===== src/rtl/decode_stage_pkg.sv =====
// decode_stage_pkg
// Shared types and constants for the RV32 decode stage: XLEN, data/address
// types, base opcodes, the ID/EX pipeline bundle and an rd-write decode helper.
// Build option: DECODE_WB_BYPASS_EN (used by decode_stage) selects writeback
// bypass instead of a writeback-hazard stall.
package decode_stage_pkg;

    localparam int XLEN = 32;

    typedef logic [XLEN-1:0] data_t;
    typedef logic [4:0]      reg_addr_t;
    typedef logic            enable_t;

    localparam logic [6:0] OP_LUI    = 7'b0110111;
    localparam logic [6:0] OP_AUIPC  = 7'b0010111;
    localparam logic [6:0] OP_JAL    = 7'b1101111;
    localparam logic [6:0] OP_JALR   = 7'b1100111;
    localparam logic [6:0] OP_BRANCH = 7'b1100011;
    localparam logic [6:0] OP_LOAD   = 7'b0000011;
    localparam logic [6:0] OP_STORE  = 7'b0100011;
    localparam logic [6:0] OP_IMM    = 7'b0010011;
    localparam logic [6:0] OP_OP     = 7'b0110011;

    typedef struct packed {
        logic      valid;
        data_t     pc;
        data_t     rs1_data;
        data_t     rs2_data;
        data_t     imm;
        reg_addr_t rd;
        logic [6:0] opcode;
        logic [2:0] funct3;
        logic      funct7b5;
        logic      mem_read;
        logic      reg_wen;
    } ex_bundle_t;

    function automatic logic writes_rd(input logic [6:0] op);
        return op inside {OP_LUI, OP_AUIPC, OP_JAL, OP_JALR, OP_LOAD, OP_IMM, OP_OP};
    endfunction

endpackage


===== src/rtl/decode_stage_if.sv =====
// decode_stage_if
// IF/ID slot handshake between the fetch side (master) and decode (slave).
//   if_valid_i : slot holds a live instruction
//   if_pc_i    : PC of the slot instruction
//   if_inst_i  : raw 32-bit instruction
//   stall_o    : decode asks fetch to hold PC and IF/ID this cycle
interface decode_stage_if;
    import decode_stage_pkg::*;

    logic  if_valid_i;
    data_t if_pc_i;
    data_t if_inst_i;
    logic  stall_o;

    modport master (output if_valid_i, if_pc_i, if_inst_i, input  stall_o);
    modport slave  (input  if_valid_i, if_pc_i, if_inst_i, output stall_o);

endinterface


===== src/rtl/decode_stage_imm_gen.sv =====
// imm_gen
// Combinational immediate extraction, sign-extended to XLEN by format.
//   inst_i : raw instruction
//   imm_o  : I/S/B/U/J immediate; 0 for opcodes without an immediate
module imm_gen
    import decode_stage_pkg::*;
(
    input  data_t inst_i,
    output data_t imm_o
);

    always_comb begin
        imm_o = '0;
        case (inst_i[6:0])
            OP_LOAD, OP_IMM, OP_JALR:
                imm_o = {{20{inst_i[31]}}, inst_i[31:20]};
            OP_STORE:
                imm_o = {{20{inst_i[31]}}, inst_i[31:25], inst_i[11:7]};
            OP_BRANCH:
                imm_o = {{19{inst_i[31]}}, inst_i[31], inst_i[7],
                         inst_i[30:25], inst_i[11:8], 1'b0};
            OP_LUI, OP_AUIPC:
                imm_o = {inst_i[31:12], 12'b0};
            OP_JAL:
                imm_o = {{11{inst_i[31]}}, inst_i[31], inst_i[19:12],
                         inst_i[20], inst_i[30:21], 1'b0};
            default:
                imm_o = '0;
        endcase
    end

endmodule


===== src/rtl/decode_stage.sv =====
// decode_stage
// RV32 instruction decode with load-use / writeback hazard detection and the
// ID/EX pipeline register.
//   clk, rst_n            : clock, async active-low reset
//   ifid (slave)          : IF/ID slot in, stall_o out
//   rs1_o, rs2_o          : register file read addresses (combinational)
//   rs1_data_i, rs2_data_i: register file read data
//   wb_wen_i/rd_i/data_i  : writeback port as seen by the register file
//   flush_i               : EX redirect, kills the ID instruction
//   ex_*                  : ID/EX pipeline register outputs
// Build option DECODE_WB_BYPASS_EN: forward wb_data_i to a matching source
// instead of stalling one cycle for the register-file write to land.
module decode_stage
    import decode_stage_pkg::*;
(
    input  logic          clk,
    input  logic          rst_n,
    decode_stage_if.slave ifid,
    output reg_addr_t     rs1_o,
    output reg_addr_t     rs2_o,
    input  data_t         rs1_data_i,
    input  data_t         rs2_data_i,
    input  enable_t       wb_wen_i,
    input  reg_addr_t     wb_rd_i,
    input  data_t         wb_data_i,
    input  logic          flush_i,
    output logic          ex_valid_o,
    output data_t         ex_pc_o,
    output data_t         ex_rs1_data_o,
    output data_t         ex_rs2_data_o,
    output data_t         ex_imm_o,
    output reg_addr_t     ex_rd_o,
    output logic [6:0]    ex_opcode_o,
    output logic [2:0]    ex_funct3_o,
    output logic          ex_funct7b5_o,
    output logic          ex_mem_read_o,
    output logic          ex_reg_wen_o
);

    ex_bundle_t ex_d, ex_q;
    data_t      imm;
    data_t      rs1_val, rs2_val;
    logic       load_use, wb_hit1, wb_hit2, wb_stall, stall_int, issue;
    logic [6:0] opcode;

    assign rs1_o  = ifid.if_inst_i[19:15];
    assign rs2_o  = ifid.if_inst_i[24:20];
    assign opcode = ifid.if_inst_i[6:0];

    imm_gen u_imm_gen (
        .inst_i (ifid.if_inst_i),
        .imm_o  (imm)
    );

    assign load_use = ex_q.valid && ex_q.mem_read && (ex_q.rd != 5'd0) &&
                      ((ex_q.rd == rs1_o) || (ex_q.rd == rs2_o)) && ifid.if_valid_i;

    assign wb_hit1 = wb_wen_i && (wb_rd_i != 5'd0) && (wb_rd_i == rs1_o);
    assign wb_hit2 = wb_wen_i && (wb_rd_i != 5'd0) && (wb_rd_i == rs2_o);

`ifdef DECODE_WB_BYPASS_EN
    assign rs1_val  = wb_hit1 ? wb_data_i : rs1_data_i;
    assign rs2_val  = wb_hit2 ? wb_data_i : rs2_data_i;
    assign wb_stall = 1'b0;
`else
    // The retry after a writeback stall reads the freshly written register
    // file, so the same match must not stall a second time.
    logic  wb_retry_d, wb_retry_q;
    logic  wb_data_unused;

    assign wb_data_unused = ^wb_data_i;
    assign rs1_val  = rs1_data_i;
    assign rs2_val  = rs2_data_i;
    assign wb_stall = (wb_hit1 || wb_hit2) && ifid.if_valid_i && !wb_retry_q;

    always_comb begin
        wb_retry_d = wb_stall && !flush_i;
    end

    always_ff @(posedge clk or negedge rst_n) begin
        if (!rst_n) wb_retry_q <= 1'b0;
        else        wb_retry_q <= wb_retry_d;
    end
`endif

    assign stall_int    = !flush_i && (load_use || wb_stall);
    // Gated by rst_n so the stall request is quiet during reset regardless of inputs.
    assign ifid.stall_o = stall_int && rst_n;
    assign issue        = ifid.if_valid_i && !flush_i && !stall_int;

    always_comb begin
        ex_d          = '0;
        ex_d.valid    = issue;
        ex_d.pc       = ifid.if_pc_i;
        ex_d.rs1_data = rs1_val;
        ex_d.rs2_data = rs2_val;
        ex_d.imm      = imm;
        ex_d.rd       = ifid.if_inst_i[11:7];
        ex_d.opcode   = opcode;
        ex_d.funct3   = ifid.if_inst_i[14:12];
        ex_d.funct7b5 = ifid.if_inst_i[30];
        ex_d.mem_read = issue && (opcode == OP_LOAD);
        ex_d.reg_wen  = issue && writes_rd(opcode);
    end

    always_ff @(posedge clk or negedge rst_n) begin
        if (!rst_n) ex_q <= '0;
        else        ex_q <= ex_d;
    end

    assign ex_valid_o    = ex_q.valid;
    assign ex_pc_o       = ex_q.pc;
    assign ex_rs1_data_o = ex_q.rs1_data;
    assign ex_rs2_data_o = ex_q.rs2_data;
    assign ex_imm_o      = ex_q.imm;
    assign ex_rd_o       = ex_q.rd;
    assign ex_opcode_o   = ex_q.opcode;
    assign ex_funct3_o   = ex_q.funct3;
    assign ex_funct7b5_o = ex_q.funct7b5;
    assign ex_mem_read_o = ex_q.mem_read;
    assign ex_reg_wen_o  = ex_q.reg_wen;

endmodule


===== src/flat_wrapper.sv =====
// flat-port wrapper written by rule: the top's interface ports become plain ports
module decode_stage_flat import decode_stage_pkg::*;
  (clk, rst_n, rs1_o, rs2_o, rs1_data_i, rs2_data_i, wb_wen_i, wb_rd_i, wb_data_i, flush_i, ex_valid_o, ex_pc_o, ex_rs1_data_o, ex_rs2_data_o, ex_imm_o, ex_rd_o, ex_opcode_o, ex_funct3_o, ex_funct7b5_o, ex_mem_read_o, ex_reg_wen_o, ifid_if_valid_i, ifid_if_pc_i, ifid_if_inst_i, ifid_stall_o);
  decode_stage_if ifid_i ();
  input  logic clk;
  input  logic rst_n;
  output reg_addr_t rs1_o;
  output reg_addr_t rs2_o;
  input  data_t rs1_data_i;
  input  data_t rs2_data_i;
  input  enable_t wb_wen_i;
  input  reg_addr_t wb_rd_i;
  input  data_t wb_data_i;
  input  logic flush_i;
  output logic ex_valid_o;
  output data_t ex_pc_o;
  output data_t ex_rs1_data_o;
  output data_t ex_rs2_data_o;
  output data_t ex_imm_o;
  output reg_addr_t ex_rd_o;
  output logic [6:0] ex_opcode_o;
  output logic [2:0] ex_funct3_o;
  output logic ex_funct7b5_o;
  output logic ex_mem_read_o;
  output logic ex_reg_wen_o;
  input wire logic [$bits(ifid_i.if_valid_i)-1:0] ifid_if_valid_i;
  input wire logic [$bits(ifid_i.if_pc_i)-1:0] ifid_if_pc_i;
  input wire logic [$bits(ifid_i.if_inst_i)-1:0] ifid_if_inst_i;
  output wire logic [$bits(ifid_i.stall_o)-1:0] ifid_stall_o;
  assign ifid_i.if_valid_i = ifid_if_valid_i;
  assign ifid_i.if_pc_i = ifid_if_pc_i;
  assign ifid_i.if_inst_i = ifid_if_inst_i;
  assign ifid_stall_o = ifid_i.stall_o;
  decode_stage u_core (.clk(clk), .rst_n(rst_n), .ifid(ifid_i), .rs1_o(rs1_o), .rs2_o(rs2_o), .rs1_data_i(rs1_data_i), .rs2_data_i(rs2_data_i), .wb_wen_i(wb_wen_i), .wb_rd_i(wb_rd_i), .wb_data_i(wb_data_i), .flush_i(flush_i), .ex_valid_o(ex_valid_o), .ex_pc_o(ex_pc_o), .ex_rs1_data_o(ex_rs1_data_o), .ex_rs2_data_o(ex_rs2_data_o), .ex_imm_o(ex_imm_o), .ex_rd_o(ex_rd_o), .ex_opcode_o(ex_opcode_o), .ex_funct3_o(ex_funct3_o), .ex_funct7b5_o(ex_funct7b5_o), .ex_mem_read_o(ex_mem_read_o), .ex_reg_wen_o(ex_reg_wen_o));
endmodule

===== config.mk =====
export PLATFORM = sky130hd
export DESIGN_NAME = decode_stage_flat
export DESIGN_NICKNAME = d
export VERILOG_FILES = /design/src/rtl/decode_stage_pkg.sv /design/src/rtl/decode_stage_if.sv /design/src/rtl/decode_stage_imm_gen.sv /design/src/rtl/decode_stage.sv /design/src/flat_wrapper.sv
export SDC_FILE = /design/constraint.sdc
export NUM_CORES = 1
export LEC_CHECK = 0
export ABC_AREA = 1
export CAP_MARGIN = 25
export CELL_PAD_IN_SITES_DETAIL_PLACEMENT = 1
export CELL_PAD_IN_SITES_GLOBAL_PLACEMENT = 2
export CORE_MARGIN = 5
export CORE_UTILIZATION = 21
export DETAILED_ROUTE_END_ITERATION = 16
export PLACE_DENSITY = 0.89
export SKIP_LAST_GASP = 1
export SLEW_MARGIN = 20
export SYNTH_ARGS = -nofsm -noshare
export SYNTH_HDL_FRONTEND = slang
export SYNTH_SLANG_ARGS = --single-unit

===== constraint.sdc =====
create_clock -name clk -period 3.6 [get_ports clk]
set_clock_uncertainty 0.15 [all_clocks]
set_input_delay 0.54 -clock clk [delete_from_list [all_inputs] [get_ports clk]]
set_output_delay 0.54 -clock clk [all_outputs]
set_load 0.05 [all_outputs]

# Word level (Yosys, flattened, before mapping)
# Index checks and enable logic that the tools add are counted.
[totals]
out_inout_bits = 158
input_bits = 170
register_bits = 148
[classes]
n_eq_ne = 13
mux = 1
n_reduce_logical = 27
[ops]
columns = ["op", "n"]
rows = [
  ["32-bit case mux with 5 select lines", 1],
  ["7-bit by 6-bit == test with 1-bit output, second input constant", 3],
  ["7-bit == test, second input constant", 3],
  ["5-bit == test", 4],
  ["1-bit logical AND", 16],
  ["7-bit by 5-bit == test with 1-bit output, second input constant", 2],
  ["5-bit nonzero test", 2],
  ["7-bit by 2-bit == test with 1-bit output, second input constant", 1],
  ["7-bit nonzero test", 1],
  ["1-bit zero test", 3],
  ["1-bit logical OR", 3],
  ["3-bit OR reduction", 1],
  ["2-bit OR reduction", 1],
]

# Depth between registers and ports, before layout
# Gate-level depths: netlist of run 1.
[logic_depth]
depth_word = 11
ltp_mapped = 11

# Cells and area by module
# Synthesis of run 1 repeated with hierarchy kept, for this count alone.
[hier_totals]
cells_unflattened = 434
hier_area_um2 = 5032.3
[by_module_without_submodules]
columns = ["mod", "cells_per_inst", "instances", "area_each_um2"]
rows = [
  ["decode_stage", 271, 1, 4272.8],
  ["imm_gen", 163, 1, 759.5],
]

# Worst setup path before layout of run 1
# OpenSTA, ideal clock, no wires.
[synth_path]
path_type = "flip-flop to output port"
startpoint = "register u_core.ex_q, in the netlist u_core.ex_rd_o[4]"
endpoint = "output ifid_stall_o"
arrival_ps = 2295
stages_incl_launch_ff = 9
setup_slack_ps = 615
required_ps = 2910
cell_sequence = "dfrtp_1 -> inv_1 -> nand2_1 -> nand2_1 -> nor2_1 -> nand3_1 -> nand2_1 -> nand2_1 -> a21boi_0"
[synth_via]
elab_chain_len = 7
elab_cells_between_ends = 10
[synth_rtl]
columns = ["element", "line_no", "rtl"]
rows = [
  ["start: declaration", "decode_stage.sv:40", "ex_bundle_t ex_d, ex_q;"],
  ["start signal: assignment", "decode_stage.sv:107", "if (!rst_n) ex_q <= '0;"],
  ["start signal: assignment", "decode_stage.sv:108", "else ex_q <= ex_d;"],
  ["5-bit == test / 5-bit nonzero test (equally long branches)", "decode_stage.sv:56, decode_stage.sv:55", ""],
  ["1-bit logical OR / 1-bit logical AND (equally long branches)", "decode_stage.sv:56, decode_stage.sv:55", ""],
  ["1-bit logical AND *", "decode_stage.sv:55", "assign load_use = ex_q.valid && ex_q.mem_read && (ex_q.rd != 5'd0) &&"],
  ["1-bit logical AND *", "decode_stage.sv:56", "((ex_q.rd == rs1_o) || (ex_q.rd == rs2_o)) && ifid.if_valid_i;"],
  ["1-bit logical OR *", "decode_stage.sv:86", "assign stall_int = !flush_i && (load_use || wb_stall);"],
  ["1-bit logical AND *", "decode_stage.sv:86", ""],
  ["1-bit logical AND *", "decode_stage.sv:88", "assign ifid.stall_o = stall_int && rst_n;"],
  ["end: declaration", "flat_wrapper.sv:29", "output wire logic [$bits(ifid_i.stall_o)-1:0] ifid_stall_o;"],
]
# Every way passes the cells marked *; elsewhere a longest branch is shown, timed or not.

# Worst setup path in the final report of run 1
[layout_path]
startpoint = "input ifid_if_inst_i[21]"
endpoint = "output ifid_stall_o"
[layout_via]
elab_chain_len = 8
elab_cells_between_ends = 12
[layout_rtl]
columns = ["element", "line_no", "rtl"]
rows = [
  ["start: declaration", "flat_wrapper.sv:28", "input wire logic [$bits(ifid_i.if_inst_i)-1:0] ifid_if_inst_i;"],
  ["5-bit == test", "decode_stage.sv:59", "assign wb_hit2 = wb_wen_i && (wb_rd_i != 5'd0) && (wb_rd_i == rs2_o);"],
  ["1-bit logical AND", "decode_stage.sv:59", ""],
  ["1-bit logical OR", "decode_stage.sv:74", "assign wb_stall = (wb_hit1 || wb_hit2) && ifid.if_valid_i && !wb_retry_q;"],
  ["1-bit logical AND (2 in series)", "decode_stage.sv:74", ""],
  ["1-bit logical OR *", "decode_stage.sv:86", ""],
  ["1-bit logical AND *", "decode_stage.sv:86", ""],
  ["1-bit logical AND *", "decode_stage.sv:88", ""],
]
# Marks and branches as above.

==> results.sh, run 1 <==
export IMPL_grt_use_total_pct=14.09
export IMPL_coreArea_um2=21820
export IMPL_yosysSeqAreaShare_pct=79.66
export IMPL_cts_tree="done"
export IMPL_worstMarginPinSlew_ns=0.8475
export IMPL_power_density_nw_per_um2=528.2
export IMPL_drtIter0Drc=131
export IMPL_syn_nets=530
export IMPL_crit_type="in -> out"
export IMPL_p_leak_nw=3.948
export IMPL_antenna_found_initial=0
export IMPL_r2r_start="u_core.ex_rd_o[2]"
export IMPL_vias=3687
export IMPL_stdcell_count=957
export IMPL_ys_ff_latch=148
export IMPL_synthTopCellsByCount="148 x dfrtp_1, 89 x nand2_1, 42 x inv_1"
export IMPL_gr_total_overflow=0
export IMPL_diodes=0
export IMPL_syn_area_um2=4649
export IMPL_critical_path_max_fanout=5
export IMPL_clkLatencyLatePin_ns=0.41
export IMPL_whs_ns=0.07952
export IMPL_netSwitchingFraction_pct=27.48
export IMPL_power_share_sequential_pct=38.8
export IMPL_hold_buffers=0
export IMPL_cp_end_kind="output port"
export IMPL_worst_ep_required_time_ns=2.91
export IMPL_clk_pin_slew_ns=0.07
export IMPL_p_int_w=0.003284
export IMPL_max_slew_margin_pct=43.50
export IMPL_ys_warn_count=0
export IMPL_synth_top_area_share_pct=79.66
export IMPL_drt_total_wl_um=17800
export IMPL_netSwitchingPower_w=0.001244
export IMPL_period_needed_ns=2.906
export IMPL_drv_cap=0
export IMPL_syn_inst=360
export IMPL_pwr_share_comb_pct=15.8
export IMPL_status="completed"
export IMPL_die_h_um=158.8
export IMPL_hold_viol=0
export IMPL_cts_setup_buffers=0
export IMPL_clock_path_buffers=2
export IMPL_dpl_cell_count=925
export IMPL_fillers=2328
export IMPL_holdCritPathClass="in -> async"
export IMPL_critPathLaunch="ifid_if_inst_i[21]"
export IMPL_area_growth_pct=84.36
export IMPL_initial_core_util_pct=21.30
export IMPL_die_area_um2=25220
export IMPL_fin_crit_sh_pct=80.72
export IMPL_avgSynthCellArea_um2=12.92
export IMPL_crit_end="ifid_stall_o"
export IMPL_clkPwrFrac_pct=45.4
export IMPL_fin_tns_setup_ns=0
export IMPL_gp_congestion=0.7513
export IMPL_wl_per_cell_um=18.60
export IMPL_grt_pass1_wl_um=27100
export IMPL_drc=0
export IMPL_drv_slew=0
export IMPL_start_kind="input port"
export IMPL_worstPathArrival_ns=2.22
export IMPL_reg2reg_to="u_core.ex_reg_wen_o"
export IMPL_nets=834
export IMPL_r2r_cells=9
export IMPL_hpwl_um=14230
export IMPL_rows=54
export IMPL_cts_buffers=17
export IMPL_synth_async_reset_ratio_pct=100.0
export IMPL_synth_area_top_cells="dfrtp_1 80%, nand2_1 7.2%, inv_1 3.4%, nor2_1 1.7%, buf_4 1.6%"
export IMPL_cts_htree_levels=4
export IMPL_portBuffers=295
export IMPL_die_x_um=158.8
export IMPL_grt_max_degree=149
export IMPL_clock_sinks=148
export IMPL_ioPinCount=328
export IMPL_rsz0062_at_grt="no"
export IMPL_dominantRegCellSynth="dfrtp_1"
export IMPL_finalSetupViolations=0
export IMPL_r2r_slack_ns=2.12
export IMPL_vias_per_cell=3.853
export IMPL_final_antenna_net_count=0
export IMPL_synth_edf_count=0
export IMPL_synth_cell_types=23
export IMPL_synth_top_area_cell="dfrtp_1"
export IMPL_cts_repair_resize_count=0
export IMPL_cts_root_buf="clkbuf_16"
export IMPL_fmax_mhz=344.1
export IMPL_dr_pass1_iters=4
export IMPL_drive_above_1_share_pct=7.238
export IMPL_synth_most_common_cell="dfrtp_1"
export IMPL_grt_pass1_vias=4250
export IMPL_worst_ir_drop_vdd_mv=0.2395
[logic make-up (layout without fill, tap and decap cells)]
| logic type | after synthesis | in the layout | synth area share [%] |
|---|---|---|---|
| AO/OA/AOI/OAI | 16 | 16 | 1.965 |
| XOR/XNOR | 5 | 5 | 0.9418 |
| buffers and inverters | 57 | 374 | 5.570 |
| flip-flops | 148 | 148 | 79.66 |
| AND/OR/NAND/NOR | 134 | 134 | 11.87 |
[cells in the final DEF (no fill, tap or decap), types with 2 or more instances in the layout]
cell type / netlist / final
clkbuf_16: 0 / 17
clkdlybuf4s50_1: 0 / 293
xnor2_1: 4 / 4
buf_4: 10 / 2
o21ai_0: 9 / 9
bufinv_16: 0 / 5
inv_8: 0 / 5
inv_2: 3 / 3
inv_1: 42 / 42
nor2_2: 4 / 4
nor2_1: 21 / 21
dfrtp_1: 148 / 148
nand2_2: 4 / 4
nand2_1: 89 / 89
a21oi_1: 2 / 2
inv_6: 0 / 4
nor3_1: 2 / 2
nand3_1: 10 / 10
nand4_1: 3 / 3
[through the flow]
stage	utilization, %	worst slack (ns)	instance area, um2	power, W
CTS	39.28	0.6573	8572	0.004607
detailed placement	36.15	0.6759	7889	0.002515
global route	39.28	0.4751	8572	0.004698
floorplan	-	0.6154	4649	0.002124
global placement	36.15	0.6878	7889	0.002500
finish	39.28	0.6940	8572	0.004528
[flip-flops by register name, summed over array words and instances, names as in the netlist, 3 cells and up]
| signal | cells |
|---|---|
| u_core.ex_funct3_o | 3 |
| u_core.ex_imm_o | 32 |
| u_core.ex_opcode_o | 7 |
| u_core.ex_pc_o | 32 |
| u_core.ex_rd_o | 5 |
| u_core.ex_rs1_data_o | 32 |
| u_core.ex_rs2_data_o | 32 |
[metal layers]
metal	global-route usage, %	vias to the layer above	routed length, um
li1	-	1696	-
met1	15.66	1807	6672
met2	25.21	166	9447
met3	4.614	18	1370
met4	4.928	0	308
met5	0	-	0
[final cells by class]
| type | count | area, um2 | share of cell area [%] |
|---|---|---|---|
| flip-flops and latches | 148 | 3704 | 43.21 |
| repair buffers | 297 | 2979 | 34.75 |
| multi-input cells | 155 | 686.9 | 8.013 |
| clock inverters | 15 | 257.7 | 3.007 |
| clock buffers | 17 | 425.4 | 4.963 |
| inverters | 45 | 168.9 | 1.971 |
| well taps | 280 | 350.3 | 4.087 |
[power groups by stage]
stage	registers (W)	clock network (W)	logic (W)
6_report	0.00176	0.00206	0.000714
5_1_grt	0.00176	0.00218	0.000749
4_1_cts	0.00176	0.00212	0.000726
3_5_place_dp	0.00179	0	0.000724
3_3_place_gp	0.00179	0	0.000714
2_1_floorplan	0.00205	0	0.0000743
[worst min path at each step]
stage | end | slack (ns) | depth (start not counted)
after global placement | u_core.wb_retry_q | 0.50 | 5
after detailed placement | u_core.wb_retry_q | 0.51 | 5
after global routing | u_core.ex_pc_o[8] | 0.16 | 2
final | u_core.ex_pc_o[8] | 0.08 | 2
after floorplan | u_core.ex_funct3_o[0] | 0.09 | 0
after CTS | u_core.ex_funct3_o[0] | 0.16 | 2
[critical path, cell delays in order]
cell and delay, ns:
clkdlybuf4s50_1 0.61, inv_1 0.13, nand2_1 0.07, nand2_1 0.07, a21oi_1 0.11, nand3_1 0.08, nand2_1 0.07, nand2_1 0.09
a21boi_0 0.21, buf_4 0.24
(Power assumes the default switching activity.)
==> inputs of run 2 (changes only) <==
Settings changed: CORE_UTILIZATION 21 to 20, PLACE_DENSITY 0.89 to 0.85.
Clock period 3.6 ns to 2.8 ns, I/O delays scaled along.
==> results.sh, run 2 (synthesis results as in run 1) <==
export IMPL_worstMarginPinSlew_ns=0.9367
export IMPL_rsz0062_at_grt="no"
export IMPL_use_met2_pct=23.38
export IMPL_drtIter0Drc=144
export IMPL_gr_total_overflow=0
export IMPL_grt_use_total_pct=13.01
export IMPL_critical_path_max_fanout=5
export IMPL_wl_per_cell_um=17.58
export IMPL_cp_end_kind="output port"
export IMPL_multiInputGateArea_um2=686.9
export IMPL_die_h_um=162.5
export IMPL_fin_tns_setup_ns=0
export IMPL_clkLatencyLatePin_ns=0.41
export IMPL_met1_usage_pct=14.10
export IMPL_hpwl_um=13850
export IMPL_cts_repair_resize_count=0
export IMPL_fin_area_um2=8551
export IMPL_gp_congestion=0.7599
export IMPL_fin_crit_sh_pct=94.63
export IMPL_layout_common_cells="283 x clkdlybuf4s50_1, 148 x dfrtp_1, 89 x nand2_1"
export IMPL_worst_ir_drop_vdd_mv=0.4122
export IMPL_final_common_cell="clkdlybuf4s50_1"
export IMPL_p_int_w=0.003801
export IMPL_whs_ns=-0.1377
export IMPL_grt_busiest_layer="met2"
export IMPL_vias=3724
export IMPL_grt_max_degree=149
export IMPL_regArea_um2=3704
export IMPL_coreArea_um2=22780
export IMPL_violations="hold timing"
export IMPL_grt_pass1_vias=4198
export IMPL_worstPathArrival_ns=2.08
export IMPL_netSwitchingPower_w=0.001672
export IMPL_diodes=0
export IMPL_start_kind="input port"
export IMPL_place_area_um2=7943
export IMPL_fmax_mhz=377.4
export IMPL_finalSetupViolations=0
export IMPL_cts_tree="done"
export IMPL_hold_buffers=0
export IMPL_ioPinCount=328
export IMPL_vias_per_cell=3.750
export IMPL_drv_slew=0
export IMPL_clk_pin_slew_ns=0.07
export IMPL_cts_htree_levels=4
export IMPL_crit_type="in -> out"
export IMPL_period_needed_ns=2.650
export IMPL_holdCritPathClass="in -> async"
export IMPL_die_area_um2=26400
export IMPL_netSwitchingFraction_pct=30.55
export IMPL_pwr_share_comb_pct=16.7
export IMPL_p_leak_nw=3.939
export IMPL_setup_slack_ns=0.1505
export IMPL_cts_root_buf="clkbuf_16"
export IMPL_clock_path_buffers=2
export IMPL_clkPwrFrac_pct=42.0
export IMPL_place_ws_ns=0.1008
export IMPL_worst_ep_required_time_ns=2.23
export IMPL_drive_above_1_share_pct=8.971
export IMPL_final_antenna_net_count=0
export IMPL_cts_buffers=17
export IMPL_grt_pass1_wl_um=25640
export IMPL_power_density_nw_per_um2=640.0
export IMPL_power_share_sequential_pct=41.3
export IMPL_drt_total_wl_um=17450
export IMPL_drc=0
export IMPL_antenna_found_initial=0
export IMPL_initial_core_util_pct=20.41
export IMPL_cts_setup_buffers=0
export IMPL_drv_cap=0
export IMPL_fillers=2454
export IMPL_die_x_um=162.5
export IMPL_status="finished, violations left"
export IMPL_portBuffers=295
export IMPL_nets=837
export IMPL_max_slew_margin_pct=37.55
export IMPL_hold_viol=38
export IMPL_area_growth_pct=83.91
export IMPL_clock_sinks=148
export IMPL_dr_pass1_iters=4
export IMPL_use_met3_pct=5.340
export IMPL_rows=55
-- run 2: cell count changes in the layout (fill, tap and decap cells not counted), sizes merged, moves of 5 or more --
| cell | delta |
|---|---|
| buf | +12 |
| clkdlybuf4s50 | -10 |
| bufinv | -5 |
| clkinv | +5 |
-- run 2: cell type report --
class	count	area share [%]
inverter	45	1.975
clock inverter	15	2.107
multi-input combinational	155	8.033
sequential	148	43.31
clock buffer	17	4.975
tap	313	4.580
timing repair buffer	300	35.02
-- run 2: critical path, stage by stage --
cell,delay (ns)
clkdlybuf4s50_1,0.62
inv_1,0.12
nand2_1,0.08
nand2_1,0.05
nor2_1,0.09
nand3_1,0.08
nand2_1,0.10
nand2_1,0.08
a21boi_1,0.26
buf_12,0.18
-- run 2: power groups by stage --
stage / sequential, W / clock [W] / combinational, W
3_3_place_gp: 0.00230 / 0 / 0.000916
4_1_cts: 0.00226 / 0.00239 / 0.000930
3_5_place_dp: 0.00230 / 0 / 0.000927
6_report: 0.00226 / 0.00230 / 0.000913
5_1_grt: 0.00227 / 0.00247 / 0.000960
2_1_floorplan: 0.00264 / 0 / 0.0000956
-- run 2: metal layers --
metal	wire, um	share of wire, %	up-vias
met2	9003	52	171
li1	-	-	1700
met4	257	1.5	0
met5	0	0	-
met3	1597	9.1	16
met1	6595	38	1837
-- run 2: path summary, 6_finish.rpt --
| check | from | to | slack (ns) | depth (start not counted) |
|---|---|---|---|---|
| worst max-delay path | ifid_if_inst_i[22] | ifid_stall_o | 0.15 | 10 |
| worst min-delay path | rst_n | u_core.wb_retry_q | -0.14 | 2 |
| worst max register to register | u_core.ex_rd_o[4] | u_core.ex_reg_wen_o | 1.33 | 9 |
| worst min register to register | u_core.wb_retry_q | u_core.wb_retry_q | 0.52 | 5 |
| max in group asynchronous | rst_n | u_core.ex_imm_o[4] | 1.84 | 2 |
| min in group clk | ifid_if_inst_i[21] | u_core.ex_imm_o[21] | 0.27 | 3 |
-- run 2: per-stage QoR --
step / total power, W / instances / hold slack, ns / utilization (%)
after floorplan: 0.002731 / 360 / -0.02559 / -
after global placement: 0.003214 / 961 / 0.4607 / 34.87
after detailed placement: 0.003229 / 961 / 0.4703 / 34.87
after CTS: 0.005585 / 993 / 0.02888 / 37.53
after global routing: 0.005702 / 993 / 0.009720 / 37.54
final: 0.005473 / 993 / -0.1377 / 37.54
